===== config.mk =====
export PLATFORM = sky130hd
export DESIGN_NAME = csla_addsub_seq
export DESIGN_NICKNAME = d
export VERILOG_FILES = /design/src/rtl/csla_pkg.sv /design/src/rtl/csla_slice.sv /design/src/rtl/csla_addsub_seq.sv
export SDC_FILE = /design/constraint.sdc
export NUM_CORES = 1
export LEC_CHECK = 0
export CORE_ASPECT_RATIO = 0.75
export CORE_MARGIN = 2
export CORE_UTILIZATION = 51
export CTS_CLUSTER_DIAMETER = 120
export DETAILED_ROUTE_END_ITERATION = 7
export GPL_TIMING_DRIVEN = 0
export PLACE_DENSITY = 0.78
export RECOVER_POWER = 100
export SKIP_CTS_REPAIR_TIMING = 1
export SYNTH_ARGS = -nofsm -noshare
export SYNTH_HDL_FRONTEND = slang
export SYNTH_SLANG_ARGS = --single-unit

===== constraint.sdc =====
create_clock -name clk -period 4.2 [get_ports clk]
set_clock_uncertainty 0.1 [all_clocks]
set_input_delay 0.84 -clock clk [delete_from_list [all_inputs] [get_ports clk]]
set_output_delay 0.84 -clock clk [all_outputs]
set_load 0.01 [all_outputs]

===== src/rtl/csla_pkg.sv =====
// Shared definitions for the sequential carry-select add/subtract unit:
// FSM state encoding, default geometry and the slice-index width helper.
package csla_pkg;

    typedef enum logic [1:0] {
        IDLE = 2'd0,
        RUN  = 2'd1,
        DONE = 2'd2
    } state_t;

    localparam int DEF_WIDTH = 16;
    localparam int DEF_CHUNK = 4;

    // A single-slice configuration still needs a 1-bit index register.
    function automatic int idx_width(input int n);
        return (n > 1) ? $clog2(n) : 1;
    endfunction

endpackage


===== src/rtl/csla_slice.sv =====
// Combinational CHUNK-bit carry-select slice: two adders (carry-in 0 and 1)
// evaluated in parallel, with the real carry-in picking the result.
module csla_slice #(
    parameter int CHUNK = 4
) (
    input  logic [CHUNK-1:0] a,
    input  logic [CHUNK-1:0] b,
    input  logic             cin,
    output logic [CHUNK-1:0] sum,
    output logic             cout,
    output logic             c_msb_in
);

    logic [CHUNK-1:0] sum0, sum1;
    logic             c0, c1;

    assign {c0, sum0} = {1'b0, a} + {1'b0, b};
    assign {c1, sum1} = {1'b0, a} + {1'b0, b} + {{CHUNK{1'b0}}, 1'b1};

    assign sum  = cin ? sum1 : sum0;
    assign cout = cin ? c1   : c0;

    // A sum bit is a ^ b ^ carry-in, so the carry into the MSB falls out directly.
    assign c_msb_in = sum[CHUNK-1] ^ a[CHUNK-1] ^ b[CHUNK-1];

endmodule


===== src/rtl/csla_addsub_seq.sv =====
// Multi-cycle add/subtract: one CHUNK-bit carry-select slice per clock,
// carry held in a register between slices, valid/ready on both sides.
module csla_addsub_seq
    import csla_pkg::*;
#(
    parameter int WIDTH = DEF_WIDTH,
    parameter int CHUNK = DEF_CHUNK
) (
    input  logic             clk,
    input  logic             rst_n,
    input  logic             in_valid,
    output logic             in_ready,
    input  logic [WIDTH-1:0] in_a,
    input  logic [WIDTH-1:0] in_b,
    input  logic             in_sub,
    output logic             out_valid,
    input  logic             out_ready,
    output logic [WIDTH-1:0] out_result,
    output logic             out_cout,
    output logic             out_ovf
);

    localparam int N  = WIDTH / CHUNK;
    localparam int IW = idx_width(N);

    state_t           state, state_nx;
    logic [IW-1:0]    idx;
    logic [WIDTH-1:0] a_q, b_q;
    logic             carry;
    logic             last;

    logic [CHUNK-1:0] sl_a, sl_b, sl_sum;
    logic             sl_cout, sl_cmsb;

    assign sl_a = a_q[idx*CHUNK +: CHUNK];
    assign sl_b = b_q[idx*CHUNK +: CHUNK];
    assign last = (idx == IW'(N - 1));

    csla_slice #(.CHUNK(CHUNK)) u_slice (
        .a        (sl_a),
        .b        (sl_b),
        .cin      (carry),
        .sum      (sl_sum),
        .cout     (sl_cout),
        .c_msb_in (sl_cmsb)
    );

    // NOTE: state registers use non-blocking assignments so every flop samples pre-edge values.
    always_ff @(posedge clk or negedge rst_n) begin
        if (!rst_n) state <= IDLE;
        else        state <= state_nx;
    end

    // NOTE: default assignment first so no path through the case leaves state_nx unassigned (no latch).
    always_comb begin
        state_nx = state;
        case (state)
            IDLE:    if (in_valid)  state_nx = RUN;
            RUN:     if (last)      state_nx = DONE;
            DONE:    if (out_ready) state_nx = IDLE;
            default:                state_nx = IDLE;
        endcase
    end

    always_comb begin
        in_ready  = (state == IDLE);
        out_valid = (state == DONE);
    end

    // NOTE: every datapath register, operands included, is reset so an aborted operation leaves no trace.
    always_ff @(posedge clk or negedge rst_n) begin
        if (!rst_n) begin
            a_q        <= '0;
            b_q        <= '0;
            carry      <= 1'b0;
            idx        <= '0;
            out_result <= '0;
            out_cout   <= 1'b0;
            out_ovf    <= 1'b0;
        end else begin
            case (state)
                IDLE: if (in_valid) begin
                    // Subtraction is A + ~B + 1: invert B and seed the carry chain with 1.
                    a_q   <= in_a;
                    b_q   <= in_sub ? ~in_b : in_b;
                    carry <= in_sub;
                    idx   <= '0;
                end
                RUN: begin
                    out_result[idx*CHUNK +: CHUNK] <= sl_sum;
                    carry <= sl_cout;
                    idx   <= idx + 1'b1;
                    if (last) begin
                        out_cout <= sl_cout;
                        out_ovf  <= sl_cmsb ^ sl_cout;
                    end
                end
                default: ;
            endcase
        end
    end

endmodule

; ---- Yosys cells after proc, flatten, opt, wreduce, memory -nomap -nowiden
; Index checks and enable logic that the tools add are counted.
[word_totals]
word_cells = 44
out_inout_bits = 20
in_bits = 37
ff_bits = 55
[op_classes]
shifts = 4
add_sub_neg = 4
eq_ne = 6
n_reduce_logical = 6
n_bitwise = 4
muxes = 12
[op_table]
columns = op, count
row1 = 4-bit negation with 34-bit output, 1
row2 = 4-bit by 34-bit variable shift with 16-bit output (first input constant), 1
row3 = 4-bit by 34-bit variable part select with 16-bit output, 1
row4 = 16-bit by 5-bit variable part select with 4-bit output, 2
row5 = 16-bit bitwise mux, 1
row6 = 16-bit 2-to-1 mux, 1
row7 = 16-bit NOT, 1
row8 = 2-bit 2-to-1 mux, 4
row9 = 2-bit case mux with 3 select lines, 1
row10 = 2-bit AND reduction, 3
row11 = 4-bit by 4-bit adder with 5-bit output, 1
row12 = 5-bit by 1-bit adder with 5-bit output (second input constant), 1
row13 = 2-bit equality test (second input constant), 2
row14 = 4-bit 2-to-1 mux, 1
row15 = 2-bit inequality test (second input constant), 2
row16 = 2-bit case mux with 2 select lines, 1
row17 = 3-bit AND reduction, 1
row18 = 1-bit bitwise XOR, 3
row19 = 2-bit by 1-bit adder with 2-bit output (second input constant), 1
row20 = 2-bit by 1-bit equality test with 1-bit output (second input constant), 1
row21 = 2-bit zero test, 1
row22 = 1-bit 2-to-1 mux, 2
row23 = 2-bit by 1-bit inequality test with 1-bit output (second input constant), 1
row24 = 1-bit case mux with 2 select lines, 1
row25 = 2-bit nonzero test, 1

; ---- Logic depth before layout (Yosys ltp)
[depth]
word_depth = 7
depth_mapped = 12
mapped_depth_nobuf = 11

; ---- Hierarchy
; A second synthesis with hierarchy kept.
[unflattened]
hier_cells = 245
area_unflattened_um2 = 2901.5
[by_module_without_submodules]
columns = module, seq_area_each_um2, area_per_inst_um2, n_inst, cells_per_inst
row1 = csla_addsub_seq, 1376.3, 2638.8, 1, 217
row2 = csla_slice, 0.0, 262.8, 1, 28

; ---- Worst setup path after synthesis
; Ideal clock, no wire load.
[synth_timing]
path_kind = reg-to-reg
startpoint = register idx[0]
endpoint = register out_ovf
n_path_buf = 1
required_time_ns = 4.031
period_less_slack_ns = 3.633
path_stages_with_launch = 12
setup_slack_ns = 0.567
setup_ns = 0.069
t_arrival_ns = 3.464
path_cell_list = dfrtp_1 buf_1 mux4_2 ha_1 inv_1 fa_1 inv_1 ha_1 nand3_2 a2111o_1 or4_1 nand3_1
[synth_between]
elab_chain_cells = 7
elab_cells_between_ends = 11
classes_between = 2 x add/sub / 1 x eq/ne / 2 x shift / 2 x mux / 3 x bitwise / 1 x reduce/logical
[synth_lines]
columns = item, line
row1 = start: declaration, csla_addsub_seq.sv:27  ; logic [IW-1:0] idx;
row2 = start signal: assignment, csla_addsub_seq.sv:92  ; idx <= idx + 1'b1;
row3 = 16-bit by 5-bit variable part select with 4-bit output (on tied branches), "csla_addsub_seq.sv:35, csla_addsub_seq.sv:36"
row4 = 4-bit by 4-bit adder with 5-bit output, "csla_slice.sv:17, csla_slice.sv:18"
row5 = 5-bit by 1-bit adder with 5-bit output, csla_slice.sv:18  ; assign {c1, sum1} = {1'b0, a} + {1'b0, b} + {{CHUNK{1'b0}}, 1'b1};
row6 = 4-bit 2-to-1 mux, csla_slice.sv:20  ; assign sum = cin ? sum1 : sum0;
row7 = 1-bit bitwise XOR (2 in a row), csla_slice.sv:24  ; assign c_msb_in = sum[CHUNK-1] ^ a[CHUNK-1] ^ b[CHUNK-1];
row8 = 1-bit bitwise XOR, csla_addsub_seq.sv:95  ; out_ovf <= sl_cmsb ^ sl_cout;
row9 = end signal: assignment, csla_addsub_seq.sv:95
row10 = end: declaration, csla_addsub_seq.sv:20  ; output logic out_ovf
; Parallel ways exist; a longest one is shown, timed or not.
; A chain may end at the register's enable or synchronous reset.

; ---- Worst setup path in the final report
; Same ends and word-level chain as after synthesis.

==> run_results.csv <==
group,metric,value,unit
power,peakVddDrop,562,uV
logic_synthesis,synth_top_family_by_area,"multiplexers",
layout,final_common_cell,"dfrtp_1",
worst_setup_path,path_class,"register to register",
floorplanning,die_w,89.3,um
worst_setup_path,rr_worst_depth,11,
clock_network,cts_sinks,55,
power,finalPower,3.23,mW
logic_synthesis,synth_top_area_share,0.494,
timing,post-route-period-util,0.916,
worst_setup_path,required,4.34,ns
timing,setup_viol,0,
clock_network,htree_levels,2,
layout,drive_above_1_share,0.121,
timing,max_freq,0.260,GHz
clock_network,clkTransAtPathRegs,0.09,ns
logic_synthesis,synthXorXnorAreaFrac,0.0742,
drt,vias,1941,
timing,fin_setup_tns,0,ns
min_path,hold_depth,2,
floorplanning,ios,57,
clock_network,worstSkewPairLatency,0.30,ns
drt,wire_per_inst,14.2,um
timing,finalHoldViolCount,0,
logic_synthesis,synth_nets,291,
layout,antenna_cells,0,
min_path,min_path_type,"register to register",
timing,layout_min_cycle_time,3.85,ns
timing,drv_slew,29,
global_route,groute.usage.overall,0.205,
timing,relSlewSlack,-0.00323,
worst_setup_path,worst-path-max-fanout,10,
clock_network,root_buffer,"clkbuf_8",
worst_setup_path,cp-end-kind,"register",
place,port_buffers,55,
logic_synthesis,synth_top_cell_by_area,"dfrtp_1",
layout,fin_util,0.665,
timing,tightest_slew,1.50,ns
drt,antenna_left,0,
power,p_int,1.85,mW
logic_synthesis,synth-edff-count,0,
layout,post-route-cell-area,3520,um2
logic_synthesis,avgSynthCellArea,11.5,um2
layout,fill_cells,428,
drt,finalWirelength,5420,um
global_route,grt_pass1_wl,9160,um
outcome,status,"complete, but fails checks",
outcome,violations,"capacitance limit, slew limit",
clock_network,cts_tree,"done",
place,place_area,3440,um2
power,power.share.switching,0.429,
timing,rsz0062_at_grt,"false",
power,pwr_density_cell,918,nW/um2
logic_synthesis,netlist_instances,242,
drt,drt_iter0_drc,94,
power,combinationalPowerShare,0.623,
layout,finalNetCount,354,
clock_network,cts_buffers,5,
floorplanning,core-area,5300,um2
logic_synthesis,yosys_warnings,0,
logic_synthesis,ys_ff_latch,55,
floorplanning,dieArea,6070,um2
drt,vias_per_cell,5.09,
logic_synthesis,synth_compound_area_frac,0.108,
floorplanning,start_util,0.526,
logic_synthesis,synth_async_sr_flop_share,1.00,
power,p_leak,1.52,nW
floorplanning,dieHeight,68.0,um
power,clock_power_share,0.096,
logic_synthesis,ys_seq_area_frac,0.494,
layout,final_cell_mix,"55 x dfrtp_1, 33 x clkdlybuf4s50_1, 26 x nor2_1",
worst_setup_path,cp-start-kind,"register",
place,hpwl,4140,um
power,p_sw,1.39,mW
logic_synthesis,synthTopCellsByArea,"dfrtp_1 49%, mux2_2 6.5%, mux4_2 6.5%",
logic_synthesis,ys_types,36,
logic_synthesis,synthSimpleGateAreaFrac,0.109,
place,place.gp.congestion,0.793,
floorplanning,rows,23,
drt,drc,0,
logic_synthesis,synthFlopType,"dfrtp_1",
drt,firstDrtPassIters,4,
logic_synthesis,synthAdderAreaFrac,0.0566,
clock_network,clockBufferDepth,2,
power,seqPwrFrac,0.281,
logic_synthesis,synthMuxAreaShare,0.129,
global_route,grt_pass1_vias,1958,
global_route,grt_max_degree,30,
logic_synthesis,netlist_area,2780,um2
global_route,antenna_found_initial,0,
run,max-cap-violations,1,
layout,area_delta_synth_final,26.5,%
global_route,grt_overflow,0,
worst_setup_path,cp.arrival,3.99,ns
critical path, cell delays in order (launching register included):
cell and delay, ns:
dfrtp_1 0.54, clkbuf_2 0.38, mux4_2 0.56, ha_1 0.23, inv_1 0.07, fa_1 0.44, inv_1 0.09, ha_1 0.18
nand3_1 0.12, a2111o_1 0.49, or4_1 0.48, nand3_1 0.09
synth_stat cells (2+ instances only):
cell	instances
buf_1	2
nand2_1	17
mux2_2	16
a21oi_1	22
or3_1	2
a21o_1	2
nor3_1	2
xnor2_1	20
o21ai_0	3
nor3b_1	2
inv_1	8
dfrtp_1	55
clkbuf_1	7
nand2b_1	3
nand3_1	4
nor2_1	26
ha_1	11
o31ai_1	8
mux4_2	8
a22o_1	8
worst paths after layout:
path,from,to,slack [ns]
worst min-delay path,out_result[8],out_result[8],0.38
worst max-delay path,idx[0],out_ovf,0.35
worst max register to register,idx[0],out_ovf,0.35
max in group asynchronous,rst_n,idx[0],1.26
min in group asynchronous,rst_n,a_q[5],0.73
worst min register to register,out_result[8],out_result[8],0.38
logic make-up after synthesis:
| kind of cell | after synthesis |
|---|---|
| AND/OR/NAND/NOR | 64 |
| buffers and inverters | 19 |
| multiplexers | 24 |
| XOR/XNOR | 22 |
| AO/OA/AOI/OAI | 46 |
| flip-flops | 55 |
| adder cells (fa/ha/maj) | 12 |
stage by stage:
step,std cells,hold WS (ns),worst slack [ns]
after global placement,372,0.366,0.166
after floorplan,242,0.375,0.567
final,381,0.380,0.354
after CTS,381,0.391,0.0272
after detailed placement,373,0.371,0.0697
after global routing,381,0.407,0.0936
layout make-up:
class,count,area [um2],area share
Sequential cell,55,1380,0.391
Multi-Input combinational cell,168,1320,0.375
Timing Repair Buffer,56,548,0.156
Clock buffer,8,100,0.0284
Tap cell,75,93.8,0.0266
Buffer,11,51.3,0.0146
Inverter,8,30.0,0.00853
power groups by stage:
| stage | combinational (mW) | sequential, mW | clock (mW) |
|---|---|---|---|
| floorplan | 1.46 | 0.914 | 0 |
| global placement | 2.01 | 0.914 | 0 |
| detailed placement | 2.07 | 0.924 | 0 |
| CTS | 2.09 | 0.915 | 0.320 |
| global route | 2.24 | 0.946 | 0.338 |
| finish | 2.01 | 0.909 | 0.310 |
state kept, by name (all words and copies together) (netlist names):
signal	count
out_ovf	1
b_q	16
state	2
out_cout	1
idx	2
carry	1
a_q	16
out_result	16
layer usage:
metal / vias to the layer above / track usage / part of all wire
li1: 978 / - / -
met1: 907 / 0.286 / 0.48
met2: 54 / 0.310 / 0.46
met5: - / 0 / 0
met4: 0 / 0.0858 / 0.0046
met3: 2 / 0.0470 / 0.057
No activity file was read; power rests on OpenSTA's default activity.
